===== config.mk =====
export PLATFORM = sky130hd
export DESIGN_NAME = pipeline_hazard_ctrl
export DESIGN_NICKNAME = d
export VERILOG_FILES = /design/src/rtl/pipeline_hazard_ctrl_pkg.sv /design/src/rtl/pipeline_hazard_ctrl_load_use_detect.sv /design/src/rtl/pipeline_hazard_ctrl.sv
export SDC_FILE = /design/constraint.sdc
export NUM_CORES = 1
export LEC_CHECK = 0
export ABC_AREA = 0
export CAP_MARGIN = 10
export CORE_MARGIN = 3
export CORE_UTILIZATION = 25
export CTS_CLUSTER_SIZE = 10
export DETAILED_ROUTE_END_ITERATION = 6
export PLACE_DENSITY = 0.43
export SLEW_MARGIN = 5
export SYNTH_ARGS = -nofsm -noshare
export SYNTH_HDL_FRONTEND = slang
export SYNTH_SLANG_ARGS = --single-unit

===== constraint.sdc =====
create_clock -name clk -period 6.6 [get_ports clk]
set_input_delay 1.32 -clock clk [delete_from_list [all_inputs] [get_ports clk]]
set_output_delay 1.32 -clock clk [all_outputs]
set_load 0.1 [all_outputs]

===== src/rtl/pipeline_hazard_ctrl_pkg.sv =====
// Shared definitions for the pipeline hazard controller: state encoding,
// default register-index width and a small sizing helper.
package pipeline_hazard_ctrl_pkg;

  localparam int REG_ADDR_WIDTH = 5;

  localparam int HZ_STATE_WIDTH = 2;
  localparam logic [HZ_STATE_WIDTH-1:0] HZ_RUN        = 2'd0;
  localparam logic [HZ_STATE_WIDTH-1:0] HZ_LOAD_STALL = 2'd1;
  localparam logic [HZ_STATE_WIDTH-1:0] HZ_MC_STALL   = 2'd2;

  typedef enum logic [HZ_STATE_WIDTH-1:0] {
    ST_RUN        = HZ_RUN,
    ST_LOAD_STALL = HZ_LOAD_STALL,
    ST_MC_STALL   = HZ_MC_STALL
  } hz_state_t;

  function automatic int hz_max(input int a, input int b);
    return (a > b) ? a : b;
  endfunction

endpackage


===== src/rtl/pipeline_hazard_ctrl_load_use_detect.sv =====
// Combinational load-use comparator: flags an ID source register that
// matches the destination of a register-writing load currently in EXE.
module load_use_detect
  import pipeline_hazard_ctrl_pkg::*;
#(
  parameter int ADDR_W = pipeline_hazard_ctrl_pkg::REG_ADDR_WIDTH
) (
  input  logic [ADDR_W-1:0] id_rs1,
  input  logic [ADDR_W-1:0] id_rs2,
  input  logic              id_uses_rs1,
  input  logic              id_uses_rs2,
  input  logic [ADDR_W-1:0] exe_rd,
  input  logic              exe_is_load,
  input  logic              exe_is_write_regs,
  output logic              load_use
);

  logic rs1_match;
  logic rs2_match;

  assign rs1_match = id_uses_rs1 && (id_rs1 == exe_rd);
  assign rs2_match = id_uses_rs2 && (id_rs2 == exe_rd);

  // Register 0 is hardwired to zero, so a load targeting it never creates a dependency
  assign load_use = exe_is_load && exe_is_write_regs && (exe_rd != '0) &&
                    (rs1_match || rs2_match);

endmodule


===== src/rtl/pipeline_hazard_ctrl.sv =====
// Pipeline latch controller: stalls on load-use, freezes for multi-cycle EXE
// ops, squashes on taken branches, and counts stalled cycles.
module pipeline_hazard_ctrl #(
  parameter int REG_ADDR_WIDTH    = 5,
  parameter int LOAD_STALL_CYCLES = 2,
  parameter int MC_LATENCY        = 4,
  parameter int PERF_WIDTH        = 32
) (
  input  logic                      clk,
  input  logic                      rst,
  input  logic                      cpu_en,
  input  logic [REG_ADDR_WIDTH-1:0] id_rs1,
  input  logic [REG_ADDR_WIDTH-1:0] id_rs2,
  input  logic                      id_uses_rs1,
  input  logic                      id_uses_rs2,
  input  logic [REG_ADDR_WIDTH-1:0] exe_rd,
  input  logic                      exe_is_load,
  input  logic                      exe_is_write_regs,
  input  logic                      exe_is_multicycle,
  input  logic                      exe_branch_taken,
  output logic                      if_en,
  output logic                      id_en,
  output logic                      exe_en,
  output logic                      if_id_flush,
  output logic                      id_exe_bubble,
  output logic                      exe_mem_bubble,
  output logic                      busy,
  output logic [PERF_WIDTH-1:0]     stall_count
);

  import pipeline_hazard_ctrl_pkg::*;

  localparam int CNT_MAX = hz_max(LOAD_STALL_CYCLES, MC_LATENCY);
  localparam int CNT_W   = $clog2(CNT_MAX + 1);

  hz_state_t             state, state_nxt;
  logic [CNT_W-1:0]      cnt, cnt_nxt;
  logic [PERF_WIDTH-1:0] stall_q;
  logic                  load_use;

  load_use_detect #(
    .ADDR_W(REG_ADDR_WIDTH)
  ) u_load_use_detect (
    .id_rs1           (id_rs1),
    .id_rs2           (id_rs2),
    .id_uses_rs1      (id_uses_rs1),
    .id_uses_rs2      (id_uses_rs2),
    .exe_rd           (exe_rd),
    .exe_is_load      (exe_is_load),
    .exe_is_write_regs(exe_is_write_regs),
    .load_use         (load_use)
  );

  // A cleared cpu_en simply holds state, counter and perf count
  always_ff @(posedge clk) begin
    if (rst) begin
      state   <= ST_RUN;
      cnt     <= '0;
      stall_q <= '0;
    end else if (cpu_en) begin
      state <= state_nxt;
      cnt   <= cnt_nxt;
      if (!if_en) stall_q <= stall_q + 1'b1;
    end
  end

  always_comb begin
    state_nxt      = state;
    cnt_nxt        = cnt;
    if_en          = 1'b1;
    id_en          = 1'b1;
    exe_en         = 1'b1;
    if_id_flush    = 1'b0;
    id_exe_bubble  = 1'b0;
    exe_mem_bubble = 1'b0;

    if (rst || !cpu_en) begin
      if_en  = 1'b0;
      id_en  = 1'b0;
      exe_en = 1'b0;
    end else begin
      unique case (state)
        ST_RUN: begin
          if (exe_branch_taken) begin
            if_id_flush   = 1'b1;
            id_exe_bubble = 1'b1;
          end else if (exe_is_multicycle) begin
            if_en          = 1'b0;
            id_en          = 1'b0;
            exe_en         = 1'b0;
            exe_mem_bubble = 1'b1;
            cnt_nxt        = CNT_W'(MC_LATENCY - 1);
            state_nxt      = ST_MC_STALL;
          end else if (load_use) begin
            if_en         = 1'b0;
            id_en         = 1'b0;
            id_exe_bubble = 1'b1;
            if (LOAD_STALL_CYCLES > 1) begin
              cnt_nxt   = CNT_W'(LOAD_STALL_CYCLES - 1);
              state_nxt = ST_LOAD_STALL;
            end
          end
        end
        ST_LOAD_STALL: begin
          if_en         = 1'b0;
          id_en         = 1'b0;
          id_exe_bubble = 1'b1;
          if (cnt == CNT_W'(1)) state_nxt = ST_RUN;
          else                  cnt_nxt   = cnt - 1'b1;
        end
        ST_MC_STALL: begin
          // On the last count the multi-cycle op leaves EXE with normal advance outputs
          if (cnt == CNT_W'(1)) begin
            state_nxt = ST_RUN;
          end else begin
            if_en          = 1'b0;
            id_en          = 1'b0;
            exe_en         = 1'b0;
            exe_mem_bubble = 1'b1;
            cnt_nxt        = cnt - 1'b1;
          end
        end
        default: state_nxt = ST_RUN;
      endcase
    end
  end

  assign busy        = !rst && (state != ST_RUN);
  assign stall_count = rst ? '0 : stall_q;

endmodule


==> results of run 1 <==
## final timing paths
kind	to	slack, ns	startpoint
worst max-delay path	stall_count[25]	1.78	rst
worst min-delay path	stall_q[30]	0.49	stall_q[30]
worst max register to register	stall_q[31]	3.95	state[1]
worst min register to register	stall_q[30]	0.49	stall_q[30]
## worst max-delay path: cells and delay by family
family | cells | cell delay, ns
and+or+nand+nor | 1 | 0.27
buffers and inverters | 3 | 1.88
## power by group through the flow
stage | Sequential, mW | Clock (mW) | Combinational (mW)
after floorplan | 0.234 | 0 | 0.0786
after global routing | 0.231 | 0.254 | 0.120
after global placement | 0.235 | 0 | 0.111
after CTS | 0.230 | 0.246 | 0.111
final | 0.230 | 0.237 | 0.110
after detailed placement | 0.235 | 0 | 0.110
## final cells by class
class	count	area [um^2]	share of cell area, %
Multi-Input combinational cell	243	1580	48.2
Sequential cell	37	741	22.5
Timing Repair Buffer	63	616	18.7
Tap cell	129	161	4.91
Clock buffer	5	68.8	2.09
Clock inverter	3	65.1	1.98
Inverter	14	52.6	1.60
## layer usage
layer  GRT usage [%]  up-vias  wire length (um)
met2            20.1       33              3090
li1                -     1208                 -
met5               0        -                 0
met3            2.41        5               223
met1            16.1     1072              3220
met4            2.53        0                55
## registers in the layout (all words and copies together) (netlist names)
name,flops
stall_q,32
state,2
cnt,3
## per-stage QoR
step	setup slack [ns]	instances	cell area (um^2)
final	1.78	494	3290
after global routing	1.64	494	3290
after CTS	1.75	494	3290
after detailed placement	1.75	486	3150
after global placement	1.77	486	3150
after floorplan	0.898	307	2450
## Yosys cell counts, types with 3 or more instances
| cell type | n | area share, % |
|---|---|---|
| mux2_4 | 5 | 3.1 |
| or3_1 | 7 | 1.8 |
| nand3_1 | 16 | 3.3 |
| nand4_1 | 6 | 1.5 |
| mux2_1 | 3 | 1.4 |
| xnor2_1 | 11 | 3.9 |
| clkbuf_1 | 7 | 1.1 |
| buf_4 | 3 | 0.92 |
| mux2_2 | 5 | 2.3 |
| inv_1 | 14 | 2.1 |
| ha_1 | 7 | 3.6 |
| o21ai_0 | 17 | 3.5 |
| dfxtp_1 | 37 | 30 |
| nor4_1 | 4 | 1.0 |
| and3_1 | 3 | 0.76 |
| or4_2 | 4 | 1.4 |
| nor2b_1 | 26 | 6.6 |
| nor2_1 | 33 | 5.0 |
| o31ai_1 | 5 | 1.5 |
| nor3_1 | 6 | 1.2 |
| or4_1 | 5 | 1.5 |
| nand2_1 | 21 | 3.2 |
| nand2b_1 | 3 | 0.76 |
| a21oi_1 | 23 | 4.7 |
## cells by family (layout without fill, tap and decap cells)
group | count (synthesis) | in the layout
DFF | 37 | 37
and+or+nand+nor | 149 | 149
adders and majority gates | 7 | 7
xor gates and xnor gates | 12 | 12
muxes | 13 | 13
AOI/OAI and AO/OA | 62 | 62
buffers and inverters | 27 | 85
==> out/qor.csv, run 1 <==
metric;value;unit
outcome;complete, no violations;
synthesized area;2450;um^2
CP Capture Type;output pin;
antenna viol nets, final;0;
clock tree buffer depth;2;
WHS Path Cells;2;
Post-CTS Setup Bufs;0;
post-synthesis mux area share;6.73;%
GRT Util Overall;12.0;%
Simple-Gate Fraction of Synth Area;33.2;%
final total power;0.576;mW
Pwr per Cell Area;175;nW/um^2
first-pass GRT wire length;11.0;mm
internal power;0.415;mW
pin count of the biggest net entering global routing;39;
critical path cell sequence;buf_2, buf_4, and2b_2, clkdlybuf4s50_1;
cell depth of the worst flop-to-flop path;8;
antenna cells;0;
Pleak;1.08;nW
CP max stage delay;0.96;ns
CTS tree;done;
post-route setup TNS;0;ns
most frequent cells in the layout;clkdlybuf4s50_1, dfxtp_1, nor2_1;
Detailed Route WL;6.59;mm
worst endpoint required time;5.28;ns
Nets;395;
Sw Share;27.9;%
Routed WL per cell;13.3;um
Core Util, Final;35.1;%
CTS Sinks;37;
Rel. slew slack;31.6;%
num ports;63;
Overflow after GRT;0;
critical path data arrival time;3.50;ns
Iteration-0 DRC Markers;61;
vias;2318;
complex-gate fraction of the synthesized area;16.8;%
Avg Cell Area, Syn;7.99;um^2
critical path class;primary input to output pin;
Synth Flop Type;dfxtp_1;
post-detail-place hpwl;5.00;mm
CTS Buf Count;5;
Worst-path clk slew;0.07;ns
Fillers;1006;
Final Hold Fails;0;
Seq cells post-synth;37;
die span in y;105;um
row count;35;
Crit-path slowest cell;clkdlybuf4s50_1;
sequential share of the synthesized area;30.2;%
Port Buffers;62;
initial core utilization;26.2;%
Critical Path Fanout Max;38;
count of pins over their slew limit;0;
main combinational cell family by area after synthesis;simple AND/OR/NAND/NOR gates;
Max VDD drop;0.0782;mV
P_sw;0.161;mW
number of max-cap violations;0;
via density per instance;4.69;
Pre-Repair DR Iteration Count;4;
Hold Crit Class;flip-flop to flip-flop;
Unique masters post-synth;50;
Synth Area in Adders;3.57;%
Max Fclk;207;MHz
Die X;105;um
core footprint;9370;um^2
most common cell after layout, fill and taps aside;clkdlybuf4s50_1;
share of flip-flops with an asynchronous set or reset;0;%
# resized after CTS;0;
Fin Hold WS;0.495;ns
startpoint types;primary input;
Clock power frac;41.1;%
Setup-failing EPs final;0;
die area;11000;um^2
synth warn;0;
antenna violations before repair;0;
Final Skew;0.00818;ns
DRC errors left;0;
Root Driver;clkbuf_8;
share of cells above drive strength 1;11.2;%
Flop pwr share;39.9;%
post-layout min period;4.82;ns
fin crit share;73.0;%
RSZ-0062 raised after global routing;no;
xor/xnor share of the synthesized area;4.28;%
Post-Synthesis Cells;307;
H-Tree Depth;2;
Post-synth EDFFs;0;
Placer Congestion;0.805;
Combinational Power Share;19.0;%
area grow syn2layout;34.0;%
clk_lat worst skew;0.29;ns
Post-Syn Nets;338;
Hold Buf Count CTS;0;
vias in the first global route;2213;
Slew @ Worst Pin;1.02;ns
(Power assumes the default switching activity.)
==> run 2, diff against run 1 <==
Clock period 6.6 ns to 4.9 ns, I/O delays scaled along.
==> run 2 against run 1 <==
Net effect:
- non-clock buffer count is 1 higher
- first-iteration DRC count is 4.9% higher
- die area stayed put
- cell count is 0.20% higher
- global-route usage is 0.087 points higher
- critical path depth is 2 higher
- worst setup slack worse by 0.97 ns
- sequential power is 35% higher
- flip-flop and latch count stayed put
==> out/qor.csv, run 2 (synthesized netlist as in run 1, its figures left out) <==
metric;value;unit;change
max reg flops;32;;unchanged
die area;11000;um^2;unchanged
first-pass GRT wire length;11.0;mm;+0.19%
post-detail-place hpwl;5.06;mm;+1.3%
vias in the first global route;2260;;+2.1%
outcome;complete, no violations;;
internal power;0.462;mW;+11%
number of max-cap violations;0;;unchanged
antenna cells;0;;unchanged
Worst-path clk slew;0.08;ns;about the same
GRT Util Overall;12.1;%;+0.087 points
core footprint;9370;um^2;unchanged
Pwr per Cell Area;211;nW/um^2;+21%
fin crit share;83.5;%;
Routed WL per cell;13.4;um;+0.72%
H-Tree Depth;2;;unchanged
Hold Path Origin;stall_q[30];;
CTS Buf Count;5;;unchanged
Clock power frac;31.5;%;-9.6 points
Critical path origin;exe_rd[1];;
clock tree buffer depth;2;;unchanged
most common cell after layout, fill and taps aside;dfxtp_1;;
Overflow after GRT;0;;unchanged
antenna viol nets, final;0;;unchanged
Fillers;1029;;+2.3%
post-route setup TNS;0;ns;unchanged
RSZ-0062 raised after global routing;no;;
Hold Crit Class;flip-flop to flip-flop;;
post-layout min period;4.09;ns;
Post-CTS Setup Bufs;0;;unchanged
startpoint types;primary input;;
share of cells above drive strength 1;18.9;%;+7.6 points
CP Capture Type;output pin;;
area grow syn2layout;30.4;%;
Max Fclk;244;MHz;
P_sw;0.214;mW;+33%
CTS tree;done;;
Final Skew;0.00789;ns;-0.000294 ns
Flop pwr share;45.8;%;+5.9 points
critical path data arrival time;3.11;ns;-0.39 ns
Combinational Power Share;22.7;%;+3.7 points
final total power;0.676;mW;+17%
Die X;105;um;unchanged
Pre-Repair DR Iteration Count;4;;unchanged
Critical Path Fanout Max;7;;-82%
clk_lat worst skew;0.29;ns;about the same
Pleak;1.13;nW;+3.9%
biggest regs;stall_q (32), cnt (3), state (2);;
Sw Share;31.7;%;+3.8 points
Rel. slew slack;33.1;%;+1.5 points
# resized after CTS;0;;unchanged
num ports;63;;unchanged
pin count of the biggest net entering global routing;29;;-26%
Iteration-0 DRC Markers;64;;+4.9%
via density per instance;4.75;;+1.2%
vias;2351;;+1.4%
Core Util, Final;34.2;%;-0.93 points
Final Hold Fails;0;;unchanged
Top reg by flops;stall_q;;
critical path class;primary input to output pin;;
worst r2r src;state[1];;
Nets;396;;+0.25%
worst endpoint required time;3.92;ns;-1.36 ns
Max VDD drop;0.0914;mV;+17%
Hold Buf Count CTS;0;;unchanged
Port Buffers;62;;unchanged
Placer Congestion;0.785;;-2.5%
initial core utilization;26.2;%;unchanged
count of pins over their slew limit;0;;unchanged
Setup-failing EPs final;0;;unchanged
antenna violations before repair;0;;unchanged
row count;35;;unchanged
CTS Sinks;37;;unchanged
Slew @ Worst Pin;1.00;ns;-0.0222 ns
DRC errors left;0;;unchanged
most frequent cells in the layout;dfxtp_1, nor2_1, buf_4;;
Root Driver;clkbuf_8;;
die span in y;105;um;unchanged
Detailed Route WL;6.66;mm;+0.93%
==> run 2: cell count changes in the layout (fill, tap and decap cells not counted), sizes merged <==
cell           delta
buf              +30
clkdlybuf4s50    -29
clkbuf            +3
bufinv            -2
clkinv            -1
==> run 2: power by group through the flow <==
stage | logic (mW) | registers [mW] | clock network, mW
2_1_floorplan | 0.107 | 0.315 | 0
6_report | 0.153 | 0.310 | 0.213
3_3_place_gp | 0.154 | 0.317 | 0
3_5_place_dp | 0.154 | 0.317 | 0
4_1_cts | 0.154 | 0.309 | 0.227
5_1_grt | 0.168 | 0.310 | 0.235
==> run 2: through the flow <==
stage | hold slack, ns | cells | setup WS [ns] | instance area [um^2]
CTS | 0.495 | 495 | 0.792 | 3200
floorplan | 0.450 | 307 | 0.501 | 2460
global route | 0.519 | 495 | 0.699 | 3200
finish | 0.494 | 495 | 0.807 | 3200
detailed placement | 0.483 | 487 | 0.793 | 3120
global placement | 0.468 | 487 | 0.830 | 3120
==> run 2: area by class of cell <==
cell class | count | area [um^2] | area share, %
well taps | 129 | 161 | 5.04
repair buffers | 64 | 576 | 18.0
multi-input cells | 243 | 1590 | 49.7
clock buffers | 8 | 80.1 | 2.50
flip-flops and latches | 37 | 741 | 23.1
inverters | 14 | 52.6 | 1.64
==> run 2: path summary, 6_finish.rpt <==
kind	end	slack [ns]	cells past startpoint
hold / removal	stall_q[30]	0.49	2
setup / recovery	if_en	0.81	6
hold reg to reg	stall_q[30]	0.49	2
setup reg to reg	stall_q[31]	2.20	8
==> run 2: critical path, stage by stage <==
cell and delay [ns]:
clkdlybuf4s50_1 0.47, or4_4 0.57, o211ai_4 0.28, o21ai_0 0.20, a31oi_2 0.37, buf_12 0.22
==> run 2: layer usage <==
metal | GRT usage (%) | wire, um
met1 | 16.8 | 3290
met2 | 19.3 | 3130
met3 | 2.47 | 189
met4 | 2.91 | 42
met5 | 0 | 0
==> run 3, diff against run 2 <==
Settings changed: PLACE_DENSITY 0.43 to 0.45.
Clock period 4.9 ns to 3.32 ns, I/O delays scaled along.
==> run 3 against run 2 <==
Net effect:
- final area increased by 5.1%
- non-clock buffer count increased by 13
- clock power increased by 57%
- clock skew decreased by 0.0029 ns
- critical path depth increased by 2
- routed wire length decreased by 0.63%
- register-to-register slack got worse by 1.7 ns
- core utilization increased by 1.7 points
- sequential power increased by 47%
- first-iteration DRC count increased by 17%
- critical path type unchanged
- largest power group unchanged
==> out/qor.csv, run 3 (synthesized netlist as in run 1, its figures left out) <==
metric;value;unit;change
Die X;105;um;unchanged
Top reg by flops;stall_q;;
post-layout min period;3.19;ns;
Hold Crit Class;flip-flop to flip-flop;;
DRC errors left;0;;unchanged
Critical Path Fanout Max;6;;-1
CTS tree;done;;
critical path class;primary input to output pin;;
GRT Util Overall;12.2;%;+0.052 points
num ports;63;;unchanged
Fin Hold WS;0.488;ns;-0.00666 ns
Detailed Route WL;6.61;mm;-0.63%
via density per instance;4.69;;-1.2%
final total power;1.04;mW;+54%
most frequent cells in the layout;buf_4, dfxtp_1, nor2_1;;
Final Skew;0.00499;ns;-0.00289 ns
core footprint;9370;um^2;unchanged
fin crit share;96.0;%;
CTS Buf Count;5;;unchanged
row count;35;;unchanged
vias;2378;;+1.1%
most common cell after layout, fill and taps aside;buf_4;;
R2R Setup Slk;0.55;ns;-1.65 ns
clk_lat worst skew;0.29;ns;about the same
Overflow after GRT;0;;unchanged
CP Capture Type;output pin;;
cell depth of the worst flop-to-flop path;10;;+2
Final Hold Fails;0;;unchanged
post-detail-place hpwl;5.04;mm;-0.43%
end of the critical path;id_exe_bubble;;
Rel. slew slack;70.3;%;+37 points
first-pass GRT wire length;11.2;mm;+1.9%
number of max-cap violations;0;;unchanged
WHS Path Cells;2;;unchanged
RSZ-0062 raised after global routing;no;;
max reg flops;32;;unchanged
Port Buffers;62;;unchanged
Nets;409;;+3.3%
initial core utilization;26.2;%;unchanged
Setup-failing EPs final;0;;unchanged
startpoint types;primary input;;
critical path data arrival time;2.52;ns;-0.59 ns
Post-CTS Setup Bufs;0;;unchanged
post-route setup TNS;0;ns;unchanged
Fillers;1031;;+0.19%
Placer Congestion;0.735;;-6.4%
area grow syn2layout;37.1;%;
Pre-Repair DR Iteration Count;6;;+2
die span in y;105;um;unchanged
r2r endpoint;stall_q[15];;
share of cells above drive strength 1;24.3;%;+5.5 points
CTS Sinks;37;;unchanged
Routed WL per cell;13.0;um;-3.0%
Worst-path clk slew;0.08;ns;about the same
Root Driver;clkbuf_8;;
Critical path origin;exe_rd[1];;
worst r2r src;state[0];;
Pleak;1.22;nW;+8.5%
vias in the first global route;2342;;+3.6%
Iteration-0 DRC Markers;75;;+17%
antenna violations before repair;0;;unchanged
H-Tree Depth;2;;unchanged
Slew @ Worst Pin;0.443;ns;-0.557 ns
biggest regs;stall_q (32), cnt (3), state (2);;
antenna cells;0;;unchanged
count of pins over their slew limit;0;;unchanged
Pwr per Cell Area;310;nW/um^2;+47%
antenna viol nets, final;0;;unchanged
clock tree buffer depth;2;;unchanged
outcome;complete, no violations;;
Max VDD drop;0.154;mV;+69%
Max Fclk;314;MHz;
worst endpoint required time;2.66;ns;-1.26 ns
die area;11000;um^2;unchanged
pin count of the biggest net entering global routing;70;;+140%
run 3: cell count changes in the layout (fill, tap and decap cells not counted), sizes merged:
cell,change
buf,+20
clkinvlp,+1
clkbuf,-2
clkdlybuf4s50,-7
run 3: stage by stage:
stage                     std cells  cell area, um^2  setup WS (ns)  util, %
after floorplan                 307             2470        -0.0841        -
after global placement          500             3270         0.0858     34.9
after detailed placement        500             3270         0.0699     34.9
after CTS                       507             3360         0.0633     35.9
after global routing            507             3360         0.0218     35.9
final                           507             3360          0.133     35.9
run 3: worst min path at each step:
stage	start	endpoint	slack, ns
3_5_place_dp	stall_q[18]	stall_q[18]	0.48
3_3_place_gp	stall_q[30]	stall_q[30]	0.47
6_report	stall_q[18]	stall_q[18]	0.49
2_1_floorplan	stall_q[28]	stall_q[28]	0.45
5_1_grt	stall_q[18]	stall_q[18]	0.52
4_1_cts	stall_q[18]	stall_q[18]	0.49
run 3: final cells by class:
type | instances | area, um^2 | area share (%)
Clock inverter | 1 | 7.51 | 0.223
Sequential cell | 37 | 741 | 22.0
Multi-Input combinational cell | 243 | 1600 | 47.6
Timing Repair Buffer | 77 | 718 | 21.3
Clock buffer | 6 | 82.6 | 2.45
Inverter | 14 | 52.6 | 1.56
Tap cell | 129 | 161 | 4.80
run 3: where the power goes:
group / leakage [nW] / total [mW] / switching (mW) / internal [mW]
Sequential: 0.298 / 0.456 / 0.00664 / 0.450
Combinational: 0.881 / 0.252 / 0.150 / 0.101
Clock: 0.0433 / 0.335 / 0.170 / 0.164
run 3: what timing repair did:
item | in CTS | in global routing
gates resized for setup | 0 | 1
endpoints found under the setup margin | 0 | 2
hold buffers | 0 | 0
run 3: metal layers:
layer  global-route usage, %  routed length (um)  part of all wire (%)
met1                    16.4                3290                    50
met2                    19.5                2900                    44
met3                    3.15                 366                   5.5
met4                    2.81                  53                  0.80
met5                       0                   0                     0
run 3: worst max-delay path: stages:
cell and delay [ns]:
clkdlybuf4s50_1 0.47, or4_4 0.58, o211ai_4 0.17, buf_4 0.17, o31ai_1 0.07, a21oi_1 0.17
nor2_2 0.07, buf_12 0.17
==> RTL edit (config.mk and constraints of run 2) <==
The parameter `MC_LATENCY` goes from 4 to 2.
--- a/src/rtl/pipeline_hazard_ctrl.sv
+++ b/src/rtl/pipeline_hazard_ctrl.sv
@@ -5,3 +5,3 @@
   parameter int LOAD_STALL_CYCLES = 2,
-  parameter int MC_LATENCY        = 4,
+  parameter int MC_LATENCY        = 2,
   parameter int PERF_WIDTH        = 32
Function: changed (Yosys sat finds a counterexample within 4 cycles, from zero or initial values and one cycle with rst high).
==> RTL edit against run 2 <==
Register-to-register slack better by 160 ps. Synthesized cell count decreased by 1.6%. Routed wire length barely moved. Global-route usage up 0.69 points. Count of clock-buffer cells in the layout is 2 lower. Combinational power shrank 30%. Sequential cell count fell by 1. Critical path depth grew 1. Largest power group unchanged. Area after synthesis fell by 3.2%. Final area fell by 2.9%. Total power fell by 6.8%. Hold slack got worse by 6.0 ps. Critical path type unchanged. Worst setup slack improved by 110 ps.
==> RTL edit: results (changes against run 2) <==
outcome: completed (unchanged)
Largest regs: stall_q (32), cnt (2), state (2) (was stall_q (32), cnt (3), state (2))
M1 GR Usage: 0.1819 (was 0.1676)
first-pass GRT wire length: 11.00 mm (was 11.03 mm)
Pleak: 1.086 nW (was 1.127 nW)
global-route track usage on met3: 0.02414 (was 0.02471)
vias: 2353 (was 2351)
Comb pwr share: 0.170 (was 0.227)
Clock Skews: 7.743 ps (was 7.885 ps)
Area contributors post-synth: dfxtp_1, nor2b_1, a21oi_1, nand2_1, xnor2_1 (was dfxtp_1, nor2b_1, nor2_1, a21oi_1, xnor2_1)
Max IR drop VDD: 0.09454 mV (was 0.09142 mV)
crit path DAT: 3000 ps (was 3110 ps)
DRT iter0 DRCs: 93 (was 64)
Hold Path Cell Cnt: 2 (unchanged)
Reg power frac: 0.470 (was 0.458)
routability cong.: 0.7589 (was 0.7852)
Antenna diodes: 0 (unchanged)
syn_nets: 332 (was 338)
number of global-route vias before repair: 2194 (was 2260)
TritonRoute pass-1 iters: 4 (unchanged)
Critical-path top delay cell: or4_1 (was or4_4)
Final Util: 0.3464 (was 0.3415)
layout cells sized above 1: 0.1532 (was 0.1885)
largest net degree at the start of global routing: 40 (was 29)
wire length on met1: 3.295 mm (was 3.290 mm)
global-route total usage across every layer: 0.1282 (was 0.1213)
Post-Place Worst Slack: 897.6 ps (was 792.8 ps)
CP delay by family, top: buffers and inverters (was compound AO/OA/AOI/OAI gates)
CP max FO: 9 (was 7)
NetSw: 0.1845 mW (was 0.2143 mW)
post-synth cell types: 46 (was 50)
synthesized area per cell: 7.868 um^2 (was 7.992 um^2)
initial antenna violation count: 0 (unchanged)
metal3 WL: 239 um (was 189 um)
reg2reg path depth: 9 (was 8)
Synth top area share: 0.3033 (was 0.3019)
top cells by count, synth: dfxtp_1, a21oi_1, nor2b_1, nand2_1, nor2_1 (was dfxtp_1, nor2_1, nor2b_1, a21oi_1, nand2_1)
Nets: 388 (was 396)
Placed Area: 3017 um^2 (was 3120 um^2)
Avg WL per Cell: 13.72 um (was 13.44 um)
GRT met2 Usage: 0.2010 (was 0.1934)
Seq/Total Area, Yosys: 0.3033 (was 0.3019)
Least-Margin Pin Slew: 972.6 ps (was 1000 ps)
final wirelength: 6.654 mm (was 6.655 mm)
met2 wire length: 3.063 mm (was 3.133 mm)
clk pwr: 0.227 mW (was 0.213 mW)
Final HPWL DP: 4.905 mm (was 5.063 mm)
CP peak stage delay: 560 ps
fill count: 970 (was 1029)
placed insts: 477 (was 487)
-- RTL edit: cells by family (layout without fill, tap and decap cells) --
family	after synthesis	count (layout)	share of synthesized area
AND/OR/NAND/NOR	147	147	0.3591
AO/OA/AOI/OAI	74	74	0.1980
flip-flops	36	36	0.3033
buffers and inverters	24	81	0.04739
XOR/XNOR	11	11	0.04055
adder cells (fa/ha/maj)	6	6	0.03159
multiplexers	4	4	0.02001
-- RTL edit: layout make-up --
type,instances,area share
tap,126,0.05070
clock buffer,6,0.02656
multi-input combinational,242,0.4974
inverter,7,0.008451
sequential,36,0.2318
timing repair buffer,66,0.1819
clock inverter,2,0.003219
-- RTL edit: worst paths after layout --
kind	start	endpoint	slack [ps]
setup reg to reg	state[0]	stall_q[14]	2360
setup / recovery	exe_rd[1]	if_en	920
hold / removal	cnt[1]	cnt[1]	490
hold reg to reg	cnt[1]	cnt[1]	490
